`config.mk`:
```
export PLATFORM = sky130hd
export DESIGN_NAME = mc_controller_flat
export DESIGN_NICKNAME = d
export VERILOG_FILES = /design/src/rtl/mc_controller_if.sv /design/src/rtl/mc_controller.sv /design/src/flat_wrapper.sv
export SDC_FILE = /design/constraint.sdc
export NUM_CORES = 1
export LEC_CHECK = 0
export CORE_UTILIZATION = 60
export CTS_CLUSTER_DIAMETER = 100
export CTS_CLUSTER_SIZE = 40
export DETAILED_ROUTE_END_ITERATION = 7
export DONT_BUFFER_PORTS = 1
export HOLD_SLACK_MARGIN = 0.05
export PLACE_DENSITY = 0.75
export SYNTH_ARGS = -nofsm -noshare
export SYNTH_HDL_FRONTEND = slang
export SYNTH_SLANG_ARGS = --single-unit
```
`constraint.sdc`:
```
create_clock -name clk -period 2.45 [get_ports clk]
set_input_delay 0.245 -clock clk [delete_from_list [all_inputs] [get_ports clk]]
set_output_delay 0.245 -clock clk [all_outputs]
set_load 0.01 [all_outputs]
```
`src/rtl/mc_controller_if.sv`:
```
// Control/status bundle between the multicycle main control FSM and the datapath.
// master = controller side, slave = datapath side.
interface mc_controller_if #(
   parameter int unsigned pcmux_N = 4,
   parameter int unsigned CNT_W   = 32
);
   localparam int unsigned PCMUX_W = $clog2(pcmux_N);

   logic [6:0]         opcode;
   logic               imem_rdy;
   logic               dmem_rdy;
   logic               exdone;
   logic               brtaken;
   logic [PCMUX_W-1:0] pcmuxctl;
   logic               pcnextctl;
   logic               instrre;
   logic               regre;
   logic               regwe;
   logic               bmuxctl;
   logic               exstart;
   logic               memre;
   logic               memwe;
   logic [1:0]         wbsel;
   logic               trap;
   logic [1:0]         trapcause;
   logic [CNT_W-1:0]   instret;

   modport master (
      input  opcode, imem_rdy, dmem_rdy, exdone, brtaken,
      output pcmuxctl, pcnextctl, instrre, regre, regwe, bmuxctl, exstart,
             memre, memwe, wbsel, trap, trapcause, instret
   );

   modport slave (
      output opcode, imem_rdy, dmem_rdy, exdone, brtaken,
      input  pcmuxctl, pcnextctl, instrre, regre, regwe, bmuxctl, exstart,
             memre, memwe, wbsel, trap, trapcause, instret
   );
endinterface

```
`src/rtl/mc_controller.sv`:
```
// Multicycle RV32IM main control FSM: IF/ID/EX/MEM/WB sequencing with memory handshakes,
// PC-source selection, illegal-opcode trap, EX watchdog and retired-instruction counter.
module mc_controller #(
   parameter int unsigned pcmux_N    = 4,
   parameter int unsigned EX_TIMEOUT = 64,
   parameter int unsigned CNT_W      = 32
) (
   input  logic            clk,
   input  logic            rst,
   mc_controller_if.master bus
);
   localparam int unsigned PCMUX_W = $clog2(pcmux_N);
   localparam int unsigned WD_W    = $clog2(EX_TIMEOUT);

   localparam logic [6:0] OPC_OP     = 7'b0110011;
   localparam logic [6:0] OPC_BRANCH = 7'b1100011;
   localparam logic [6:0] OPC_OPIMM  = 7'b0010011;
   localparam logic [6:0] OPC_LOAD   = 7'b0000011;
   localparam logic [6:0] OPC_STORE  = 7'b0100011;
   localparam logic [6:0] OPC_JALR   = 7'b1100111;
   localparam logic [6:0] OPC_LUI    = 7'b0110111;
   localparam logic [6:0] OPC_AUIPC  = 7'b0010111;
   localparam logic [6:0] OPC_JAL    = 7'b1101111;

   localparam logic [PCMUX_W-1:0] PCSEL_SEQ  = PCMUX_W'(0);
   localparam logic [PCMUX_W-1:0] PCSEL_REL  = PCMUX_W'(1);
   localparam logic [PCMUX_W-1:0] PCSEL_JALR = PCMUX_W'(2);

   localparam logic [1:0] WB_EX   = 2'd0;
   localparam logic [1:0] WB_LOAD = 2'd1;
   localparam logic [1:0] WB_PC4  = 2'd2;

   localparam logic [1:0] CAUSE_ILLEGAL = 2'd1;
   localparam logic [1:0] CAUSE_EXTO    = 2'd2;

   typedef enum logic [2:0] {S_IF, S_ID, S_EX, S_MEM, S_WB, S_TRAP} state_t;
   typedef enum logic [2:0] {C_ALU, C_BRANCH, C_LOAD, C_STORE, C_JAL, C_JALR} iclass_t;

   state_t             state, state_nx;
   iclass_t            iclass_q, iclass_nx;
   iclass_t            dec_class;
   logic               dec_legal, dec_bmux;
   logic [WD_W-1:0]    wd_q, wd_nx;
   logic [CNT_W-1:0]   instret_q, instret_nx;
   logic [PCMUX_W-1:0] pcmuxctl_q, pcmuxctl_nx;
   logic [1:0]         wbsel_q, wbsel_nx;
   logic [1:0]         trapcause_q, trapcause_nx;
   logic               pcnextctl_q, pcnextctl_nx;
   logic               instrre_q, instrre_nx;
   logic               regre_q, regre_nx;
   logic               regwe_q, regwe_nx;
   logic               bmuxctl_q, bmuxctl_nx;
   logic               exstart_q, exstart_nx;
   logic               memre_q, memre_nx;
   logic               memwe_q, memwe_nx;
   logic               trap_q, trap_nx;

   // Opcode decode: instruction class, ALU-B source and legality
   always_comb begin
      dec_legal = 1'b1;
      dec_bmux  = 1'b0;
      dec_class = C_ALU;
      case (bus.opcode)
         OPC_OP:                        dec_bmux  = 1'b1;
         OPC_BRANCH: begin              dec_bmux  = 1'b1; dec_class = C_BRANCH; end
         OPC_OPIMM, OPC_LUI, OPC_AUIPC: dec_class = C_ALU;
         OPC_LOAD:                      dec_class = C_LOAD;
         OPC_STORE:                     dec_class = C_STORE;
         OPC_JAL:                       dec_class = C_JAL;
         OPC_JALR:                      dec_class = C_JALR;
         default:                       dec_legal = 1'b0;
      endcase
   end

   // Next-state and next-output logic
   always_comb begin
      state_nx     = state;
      iclass_nx    = iclass_q;
      wd_nx        = '0;
      instret_nx   = instret_q;
      pcmuxctl_nx  = PCSEL_SEQ;
      wbsel_nx     = WB_EX;
      pcnextctl_nx = 1'b0;
      instrre_nx   = 1'b0;
      regre_nx     = 1'b0;
      regwe_nx     = 1'b0;
      exstart_nx   = 1'b0;
      memre_nx     = 1'b0;
      memwe_nx     = 1'b0;
      bmuxctl_nx   = bmuxctl_q;
      trap_nx      = trap_q;
      trapcause_nx = trapcause_q;

      case (state)
         S_IF: begin
            // Request goes up one cycle after entering IF, drops once the fetch completes
            if (instrre_q && bus.imem_rdy) begin
               state_nx = S_ID;
               regre_nx = 1'b1;
            end else begin
               instrre_nx = 1'b1;
            end
         end
         S_ID: begin
            if (!dec_legal) begin
               state_nx     = S_TRAP;
               trap_nx      = 1'b1;
               trapcause_nx = CAUSE_ILLEGAL;
               bmuxctl_nx   = 1'b0;
            end else begin
               state_nx   = S_EX;
               exstart_nx = 1'b1;
               bmuxctl_nx = dec_bmux;
               iclass_nx  = dec_class;
            end
         end
         S_EX: begin
            if (bus.exdone) begin
               case (iclass_q)
                  C_LOAD: begin
                     state_nx = S_MEM;
                     memre_nx = 1'b1;
                  end
                  C_STORE: begin
                     state_nx = S_MEM;
                     memwe_nx = 1'b1;
                  end
                  C_BRANCH: begin
                     state_nx     = S_IF;
                     pcnextctl_nx = 1'b1;
                     pcmuxctl_nx  = bus.brtaken ? PCSEL_REL : PCSEL_SEQ;
                     instret_nx   = instret_q + CNT_W'(1);
                  end
                  default: begin
                     state_nx     = S_WB;
                     regwe_nx     = 1'b1;
                     pcnextctl_nx = 1'b1;
                     wbsel_nx     = (iclass_q == C_JAL || iclass_q == C_JALR) ? WB_PC4 : WB_EX;
                     pcmuxctl_nx  = (iclass_q == C_JAL)  ? PCSEL_REL :
                                    (iclass_q == C_JALR) ? PCSEL_JALR : PCSEL_SEQ;
                  end
               endcase
            end else if (wd_q == WD_W'(EX_TIMEOUT - 1)) begin
               state_nx     = S_TRAP;
               trap_nx      = 1'b1;
               trapcause_nx = CAUSE_EXTO;
               bmuxctl_nx   = 1'b0;
            end else begin
               wd_nx = wd_q + WD_W'(1);
            end
         end
         S_MEM: begin
            if (bus.dmem_rdy) begin
               if (iclass_q == C_LOAD) begin
                  state_nx     = S_WB;
                  regwe_nx     = 1'b1;
                  pcnextctl_nx = 1'b1;
                  wbsel_nx     = WB_LOAD;
               end else begin
                  state_nx     = S_IF;
                  pcnextctl_nx = 1'b1;
                  instret_nx   = instret_q + CNT_W'(1);
               end
            end else begin
               memre_nx = memre_q;
               memwe_nx = memwe_q;
            end
         end
         S_WB: begin
            state_nx   = S_IF;
            instret_nx = instret_q + CNT_W'(1);
         end
         S_TRAP: ;
         default: state_nx = S_IF;
      endcase
   end

   // State and registered outputs
   always_ff @(posedge clk) begin
      if (rst) begin
         state       <= S_IF;
         iclass_q    <= C_ALU;
         wd_q        <= '0;
         instret_q   <= '0;
         pcmuxctl_q  <= '0;
         wbsel_q     <= '0;
         trapcause_q <= '0;
         pcnextctl_q <= 1'b0;
         instrre_q   <= 1'b0;
         regre_q     <= 1'b0;
         regwe_q     <= 1'b0;
         bmuxctl_q   <= 1'b0;
         exstart_q   <= 1'b0;
         memre_q     <= 1'b0;
         memwe_q     <= 1'b0;
         trap_q      <= 1'b0;
      end else begin
         state       <= state_nx;
         iclass_q    <= iclass_nx;
         wd_q        <= wd_nx;
         instret_q   <= instret_nx;
         pcmuxctl_q  <= pcmuxctl_nx;
         wbsel_q     <= wbsel_nx;
         trapcause_q <= trapcause_nx;
         pcnextctl_q <= pcnextctl_nx;
         instrre_q   <= instrre_nx;
         regre_q     <= regre_nx;
         regwe_q     <= regwe_nx;
         bmuxctl_q   <= bmuxctl_nx;
         exstart_q   <= exstart_nx;
         memre_q     <= memre_nx;
         memwe_q     <= memwe_nx;
         trap_q      <= trap_nx;
      end
   end

   assign bus.pcmuxctl  = pcmuxctl_q;
   assign bus.pcnextctl = pcnextctl_q;
   assign bus.instrre   = instrre_q;
   assign bus.regre     = regre_q;
   assign bus.regwe     = regwe_q;
   assign bus.bmuxctl   = bmuxctl_q;
   assign bus.exstart   = exstart_q;
   assign bus.memre     = memre_q;
   assign bus.memwe     = memwe_q;
   assign bus.wbsel     = wbsel_q;
   assign bus.trap      = trap_q;
   assign bus.trapcause = trapcause_q;
   assign bus.instret   = instret_q;
endmodule

```
`src/flat_wrapper.sv`:
```
// flat-port wrapper written by rule: the top's interface ports become plain ports
module mc_controller_flat 
#(
   parameter int unsigned pcmux_N    = 4,
   parameter int unsigned EX_TIMEOUT = 64,
   parameter int unsigned CNT_W      = 32
)
  (clk, rst, bus_opcode, bus_imem_rdy, bus_dmem_rdy, bus_exdone, bus_brtaken, bus_pcmuxctl, bus_pcnextctl, bus_instrre, bus_regre, bus_regwe, bus_bmuxctl, bus_exstart, bus_memre, bus_memwe, bus_wbsel, bus_trap, bus_trapcause, bus_instret);
  mc_controller_if #(.pcmux_N(pcmux_N), .CNT_W(CNT_W)) bus_i ();
  input  logic clk;
  input  logic rst;
  input wire logic [$bits(bus_i.opcode)-1:0] bus_opcode;
  input wire logic [$bits(bus_i.imem_rdy)-1:0] bus_imem_rdy;
  input wire logic [$bits(bus_i.dmem_rdy)-1:0] bus_dmem_rdy;
  input wire logic [$bits(bus_i.exdone)-1:0] bus_exdone;
  input wire logic [$bits(bus_i.brtaken)-1:0] bus_brtaken;
  output wire logic [$bits(bus_i.pcmuxctl)-1:0] bus_pcmuxctl;
  output wire logic [$bits(bus_i.pcnextctl)-1:0] bus_pcnextctl;
  output wire logic [$bits(bus_i.instrre)-1:0] bus_instrre;
  output wire logic [$bits(bus_i.regre)-1:0] bus_regre;
  output wire logic [$bits(bus_i.regwe)-1:0] bus_regwe;
  output wire logic [$bits(bus_i.bmuxctl)-1:0] bus_bmuxctl;
  output wire logic [$bits(bus_i.exstart)-1:0] bus_exstart;
  output wire logic [$bits(bus_i.memre)-1:0] bus_memre;
  output wire logic [$bits(bus_i.memwe)-1:0] bus_memwe;
  output wire logic [$bits(bus_i.wbsel)-1:0] bus_wbsel;
  output wire logic [$bits(bus_i.trap)-1:0] bus_trap;
  output wire logic [$bits(bus_i.trapcause)-1:0] bus_trapcause;
  output wire logic [$bits(bus_i.instret)-1:0] bus_instret;
  assign bus_i.opcode = bus_opcode;
  assign bus_i.imem_rdy = bus_imem_rdy;
  assign bus_i.dmem_rdy = bus_dmem_rdy;
  assign bus_i.exdone = bus_exdone;
  assign bus_i.brtaken = bus_brtaken;
  assign bus_pcmuxctl = bus_i.pcmuxctl;
  assign bus_pcnextctl = bus_i.pcnextctl;
  assign bus_instrre = bus_i.instrre;
  assign bus_regre = bus_i.regre;
  assign bus_regwe = bus_i.regwe;
  assign bus_bmuxctl = bus_i.bmuxctl;
  assign bus_exstart = bus_i.exstart;
  assign bus_memre = bus_i.memre;
  assign bus_memwe = bus_i.memwe;
  assign bus_wbsel = bus_i.wbsel;
  assign bus_trap = bus_i.trap;
  assign bus_trapcause = bus_i.trapcause;
  assign bus_instret = bus_i.instret;
  mc_controller #(.pcmux_N(pcmux_N), .EX_TIMEOUT(EX_TIMEOUT), .CNT_W(CNT_W)) u_core (.clk(clk), .rst(rst), .bus(bus_i));
endmodule
```
==> impl_metrics.env, run 1 <==
export IMPL_cp_start_kind="flip-flop"
export IMPL_netlist_area_leader_share_pct=41.1
export IMPL_r2r_start="u_core.state[0]"
export IMPL_first_global_vias=2425
export IMPL_drt_total_wl_mm=6.67
export IMPL_placed_cells=399
export IMPL_synth_area_sq_mm=0.00287
export IMPL_slew_limit_headroom_pct=32.2
export IMPL_hp_start="bus_opcode[5]"
export IMPL_synth_seq_cells=59
export IMPL_crit_end="u_core.bus.instret[28]"
export IMPL_worst_pin_slew_ps=1010
export IMPL_rows=24
export IMPL_die_area_sq_mm=0.00507
export IMPL_clk_latency_ps=340
export IMPL_coreArea_sq_mm=0.00447
export IMPL_gp_congestion=0.801
export IMPL_postSynth_asyncResetShare_pct=0
export IMPL_cp_cell_sequence="buf_4 -> nor2_2 -> a22oi_4 -> or4_4 -> or4_1 -> a21oi_1"
export IMPL_hold_viol=0
export IMPL_cts_setup_buffers=0
export IMPL_ys_warn_count=0
export IMPL_track_usage_pct=28.5
export IMPL_r2r_end="u_core.bus.instret[28]"
export IMPL_clk_pin_slew_worst_paths_ps=60
export IMPL_hp_class="input port to flip-flop"
export IMPL_violations="DRC"
export IMPL_required_ps=2720
export IMPL_yosysTopAreaCell="dfxtp_1"
export IMPL_nNetsFinal=375
export IMPL_cpMaxStageDelayCell="or4_4"
export IMPL_vias=2594
export IMPL_drv_cap=0
export IMPL_fin_skew_ps=7.29
export IMPL_htreeDepth=3
export IMPL_drv_slew=0
export IMPL_rrSetupSlack_ps=190
export IMPL_cpPeakStageDelay_ps=650
export IMPL_drc=4
export IMPL_yosysUniqueCellTypes=51
export IMPL_drtAntennaViolNets=0
export IMPL_critPathBufInv=1
export IMPL_vdd_drop_max_v=0.000447
export IMPL_p_leak_nw=1.04
export IMPL_ys_flop_type="dfxtp_1"
export IMPL_total_power_mw=1.93
export IMPL_ys_seq_area_share_pct=41.1
export IMPL_dp_hpwl_mm=4.61
export IMPL_fin_cells=416
export IMPL_die_x_um=71.2
export IMPL_grt_start_max_net_pins=49
export IMPL_synth_area_leaders="dfxtp_1, a21oi_1, nor2_1, nand2_1, o21ai_0"
export IMPL_crit_start="u_core.state[0]"
export IMPL_gr_total_overflow=0
export IMPL_synth_edf_count=0
export IMPL_cts_root_buf="clkbuf_8"
export IMPL_io_pins=60
export IMPL_wire_per_inst_um=16.0
export IMPL_initial_utilization_pct=64.2
export IMPL_portBuffers=0
export IMPL_timing_final_crit_share_pct=92.1
export IMPL_antenna_found_initial=0
export IMPL_syn_inst=350
export IMPL_setup_violations=0
export IMPL_n_antenna_cell=0
export IMPL_vias_per_cell=6.24
export IMPL_cts_made_buffers=9
export IMPL_cts_buffer_depth=2
export IMPL_grt_pass1_wl_mm=11.4
export IMPL_fp_dieH_um=71.2
export IMPL_arrival_ps=2530
export IMPL_drive_gt1_share_pct=11.8
export IMPL_max_freq_ghz=0.443
export IMPL_area_delta_synth_final_pct=11.3
export IMPL_status="finished, violations left"
export IMPL_syn_avg_cell_area_sq_um=8.20
export IMPL_dr_pass1_iters=6
export IMPL_placed_area_sq_mm=0.00297
export IMPL_worstPathMaxFanout=15
export IMPL_fin_tns_setup_ps=0
export IMPL_cp_depth=6
export IMPL_grt_setup_unrepaired="no"
export IMPL_drt_initial_drc_count=231
export IMPL_fin_area_sq_mm=0.00320
export IMPL_cts_tree="built"
export IMPL_synth_nets=365
export IMPL_clock_sinks=59
export IMPL_r2r_worst_path_cells=6
export IMPL_timing_hold_ws_ps=52.2
export IMPL_p_per_area_mw_per_mm2=602
export IMPL_crit_family="simple AND/OR/NAND/NOR gates"
export IMPL_period_needed_ps=2260
export IMPL_worstSetupEndpointType="flip-flop"
export IMPL_worstSetupPathType="flip-flop to flip-flop"
[kinds of logic (layout without fill, tap and decap cells)]
| family | count (synthesis) | in the layout | synth area share (%) |
|---|---|---|---|
| buffers and inverters | 28 | 42 | 4.14 |
| XOR/XNOR | 11 | 11 | 3.36 |
| AO/OA/AOI/OAI | 79 | 79 | 17.0 |
| adder cells (fa/ha/maj) | 2 | 2 | 0.871 |
| AND/OR/NAND/NOR | 168 | 168 | 32.2 |
| flip-flops | 59 | 59 | 41.1 |
| multiplexers | 3 | 3 | 1.26 |
[cell usage in the layout, fill, tap and decap left out, drive strengths merged, types with 2 or more instances in the layout]
cell / netlist / routed
ha: 2 / 2
clkbuf: 12 / 14
o21bai: 3 / 3
nand2b: 5 / 5
xnor2: 9 / 9
or2: 3 / 3
nand3b: 3 / 3
a211oi: 4 / 4
and3: 4 / 4
nor3b: 2 / 2
nor4: 10 / 10
buf: 6 / 16
a22oi: 2 / 2
a21oi: 33 / 33
nand4: 15 / 15
nor2: 35 / 35
nor2b: 4 / 4
nor3: 6 / 6
a221oi: 2 / 2
mux2: 2 / 2
or4: 9 / 9
or3: 14 / 14
and2: 4 / 4
o21ai: 19 / 19
nand2: 27 / 27
nor4b: 2 / 2
a32oi: 2 / 2
xor2: 2 / 2
nand4b: 3 / 3
inv: 10 / 10
nand3: 17 / 17
dfxtp: 59 / 59
o31ai: 9 / 9
a21o: 2 / 2
and4: 3 / 3
[Yosys cell counts (2+ instances only)]
cell	n
dfxtp_1	59
nor2_1	34
a21oi_1	33
nand2_1	27
o21ai_0	18
nand3_1	17
nand4_1	14
or3_1	14
clkbuf_1	11
inv_1	10
nor4_1	10
o31ai_1	9
xnor2_1	9
or4_1	8
nor3_1	6
nand2b_1	5
and2_1	4
and3_1	4
buf_2	4
a211oi_1	3
and4_1	3
nand3b_1	3
nand4b_1	3
nor2b_1	3
o21bai_1	3
or2_2	3
a21o_1	2
a221oi_1	2
a32oi_1	2
buf_4	2
ha_1	2
nor3b_1	2
nor4b_1	2
xor2_1	2
[worst min path at each step]
stage | slack, ps | endpoint | depth (start not counted)
3_3_place_gp | 320 | u_core.bus.instret[27] | 1
4_1_cts | 60 | u_core.bus.bmuxctl | 2
5_1_grt | 90 | u_core.bus.pcnextctl | 2
6_report | 50 | u_core.bus.bmuxctl | 2
3_5_place_dp | 320 | u_core.bus.instret[24] | 1
2_1_floorplan | 330 | u_core.bus.instrre | 1
[report_power, final]
group	internal, mW	switching, mW	leakage [nW]
clock	0.498	0.359	0.105
combinational	0.0345	0.0540	0.460
sequential	0.969	0.0119	0.476
[metal layers]
layer	up-vias	track usage, %	part of all wire (%)
li1	1307	-	-
met1	1175	38.7	46
met2	101	42.4	44
met3	11	8.26	8.8
met4	0	11.6	1.4
met5	-	0	0
[sequential cells by signal (all words and copies together) (netlist names)]
name and flops:
u_core.bus.exstart 1, u_core.wd_q 6, u_core.bus.instret 32, u_core.iclass_q 3, u_core.bus.pcnextctl 1, u_core.bus.memre 1, u_core.bus.regwe 1, u_core.bus.pcmuxctl 2
u_core.bus.trap 1, u_core.bus.bmuxctl 1, u_core.state 3, u_core.bus.wbsel 2, u_core.bus.regre 1, u_core.bus.trapcause 2, u_core.bus.instrre 1, u_core.bus.memwe 1
[timing repair]
item                                   CTS  global route
hold buffers                             2             0
setup endpoints to repair                0             1
resized for setup                        0             1
endpoints found under the hold margin   49             0
[cell type report]
cell class / instances / area (sq um)
timing repair buffer: 17 / 143
fill: 368 / 1280
multi-input combinational: 263 / 1570
clock inverter: 1 / 5.00
clock buffer: 14 / 193
sequential: 59 / 1180
tap: 52 / 65.1
inverter: 10 / 37.5
[per-stage QoR]
step,setup WS [ps],utilization (%)
finish,193,71.4
CTS,151,71.4
detailed placement,162,66.3
global route,25.8,71.4
floorplan,358,-
global placement,256,66.3
(Power assumes the default switching activity.)
==> run 2, diff against run 1 <==
==> constraint.sdc (replaced) <==
create_clock -name clk -period 2.45 [get_ports clk]
set_input_delay 0.245 -clock clk [delete_from_list [all_inputs] [get_ports clk]]
set_output_delay 0.245 -clock clk [all_outputs]
set_load 0.005 [all_outputs]
==> impl_metrics.env, run 2 (synthesized netlist as in run 1, its figures left out) <==
export IMPL_first_global_vias=2441
export IMPL_vias_per_cell=6.25
export IMPL_cpMaxStageDelayCell="or3_1"
export IMPL_fin_cells=415
export IMPL_setup_violations=0
export IMPL_fin_tns_setup_ps=0
export IMPL_clk_latency_ps=330
export IMPL_hp_class="input port to flip-flop"
export IMPL_worstSetupEndpointType="flip-flop"
export IMPL_cts_buffer_depth=2
export IMPL_drc=4
export IMPL_vdd_drop_max_v=0.000349
export IMPL_n_antenna_cell=0
export IMPL_track_usage_pct=28.5
export IMPL_cts_made_buffers=9
export IMPL_worst_pin_slew_ps=595
export IMPL_wire_per_inst_um=15.9
export IMPL_worstPathMaxFanout=17
export IMPL_critPathBufInv=0
export IMPL_fin_skew_ps=7.85
export IMPL_placed_cells=397
export IMPL_largest_reg_flops=32
export IMPL_drt_total_wl_mm=6.60
export IMPL_drtAntennaViolNets=0
export IMPL_vias=2595
export IMPL_coreArea_sq_mm=0.00447
export IMPL_nNetsFinal=373
export IMPL_max_freq_ghz=0.436
export IMPL_final_cell_mix="dfxtp_1, nor2_1, a21oi_1"
export IMPL_drv_cap=0
export IMPL_p_per_area_mw_per_mm2=574
export IMPL_slew_limit_headroom_pct=60.3
export IMPL_period_needed_ps=2290
export IMPL_cts_root_buf="clkbuf_8"
export IMPL_gr_total_overflow=0
export IMPL_violations="DRC"
export IMPL_rows=24
export IMPL_final_common_cell="dfxtp_1"
export IMPL_p_leak_nw=1.01
export IMPL_htreeDepth=3
export IMPL_initial_utilization_pct=64.2
export IMPL_antenna_found_initial=0
export IMPL_timing_final_crit_share_pct=93.6
export IMPL_drt_initial_drc_count=196
export IMPL_dr_pass1_iters=6
export IMPL_cts_tree="built"
export IMPL_fill_cells=378
export IMPL_arrival_ps=2560
export IMPL_grt_setup_unrepaired="no"
export IMPL_io_pins=60
export IMPL_cpPeakStageDelay_ps=610
export IMPL_drive_gt1_share_pct=11.3
export IMPL_grt_start_max_net_pins=49
export IMPL_dp_hpwl_mm=4.65
export IMPL_die_area_sq_mm=0.00507
export IMPL_drv_slew=0
export IMPL_grt_pass1_wl_mm=11.4
export IMPL_status="finished, violations left"
export IMPL_fp_dieH_um=71.2
export IMPL_gp_congestion=0.797
export IMPL_cp_start_kind="flip-flop"
export IMPL_clk_pin_slew_worst_paths_ps=70
export IMPL_clock_sinks=59
export IMPL_die_x_um=71.2
export IMPL_cts_setup_buffers=0
export IMPL_cp_cell_sequence="mux2_4 -> a22oi_4 -> or3_1 -> or4_1 -> a21oi_1"
export IMPL_crit_family="simple AND/OR/NAND/NOR gates"
export IMPL_required_ps=2710
export IMPL_total_power_mw=1.81
export IMPL_worstSetupPathType="flip-flop to flip-flop"
export IMPL_portBuffers=0
export IMPL_area_delta_synth_final_pct=9.50
export IMPL_hold_viol=0
==> run 2: cell count changes in the layout (fill, tap and decap cells not counted), sizes merged <==
cell	before	now
buf	16	14
clkinvlp	0	1
clkbuf	14	10
clkinv	1	5
==> run 2: layer usage <==
metal	global-route usage [%]	share of wire, %
met1	40.0	47
met5	0	0
met4	12.0	1.6
met3	6.41	7.6
met2	42.0	43
==> run 2: per-stage QoR <==
step                setup WS [ps]  hold WS (ps)  utilization, %  instance area [sq um]
floorplan                     402           334               -                   2870
global placement              255           319            66.0                   2950
detailed placement            160           320            66.0                   2950
CTS                           144          58.9            70.2                   3140
global route                 52.0          96.9            70.3                   3140
finish                        156          62.4            70.3                   3140
==> run 2: cell type report <==
cell class / instances / area [sq um] / area share (%)
Multi-Input combinational cell: 263 / 1570 / 50.0
Sequential cell: 59 / 1180 / 37.6
Clock buffer: 10 / 128 / 4.06
Timing Repair Buffer: 15 / 128 / 4.06
Tap cell: 52 / 65.1 / 2.07
Inverter: 10 / 37.5 / 1.19
Clock inverter: 6 / 32.5 / 1.03
==> run 2: worst reg2reg max path: stages (launching register included) <==
cell and delay (ps):
dfxtp_1 530, mux2_4 230, a22oi_4 100, or3_1 610
or4_1 580, a21oi_1 170
==> run 2: where the power goes <==
group	total [mW]	internal [mW]	switching, mW
Clock	0.741	0.357	0.383
Combinational	0.0853	0.0343	0.0510
Sequential	0.980	0.968	0.0114
==> run 2: what timing repair did <==
item | 4_1_cts | 5_1_grt
resized for setup | 0 | 1
setup endpoints to repair | 0 | 1
endpoints found under the hold margin | 49 | 0
hold buffers | 2 | 0
==> run 2: final timing paths <==
path | from | cells after the start | slack [ps] | endpoint
setup / recovery | u_core.state[0] | 5 | 160 | u_core.bus.instret[25]
hold / removal | bus_opcode[5] | 2 | 60 | u_core.bus.bmuxctl
setup reg to reg | u_core.state[0] | 5 | 160 | u_core.bus.instret[25]
hold reg to reg | u_core.wd_q[0] | 1 | 440 | u_core.wd_q[0]
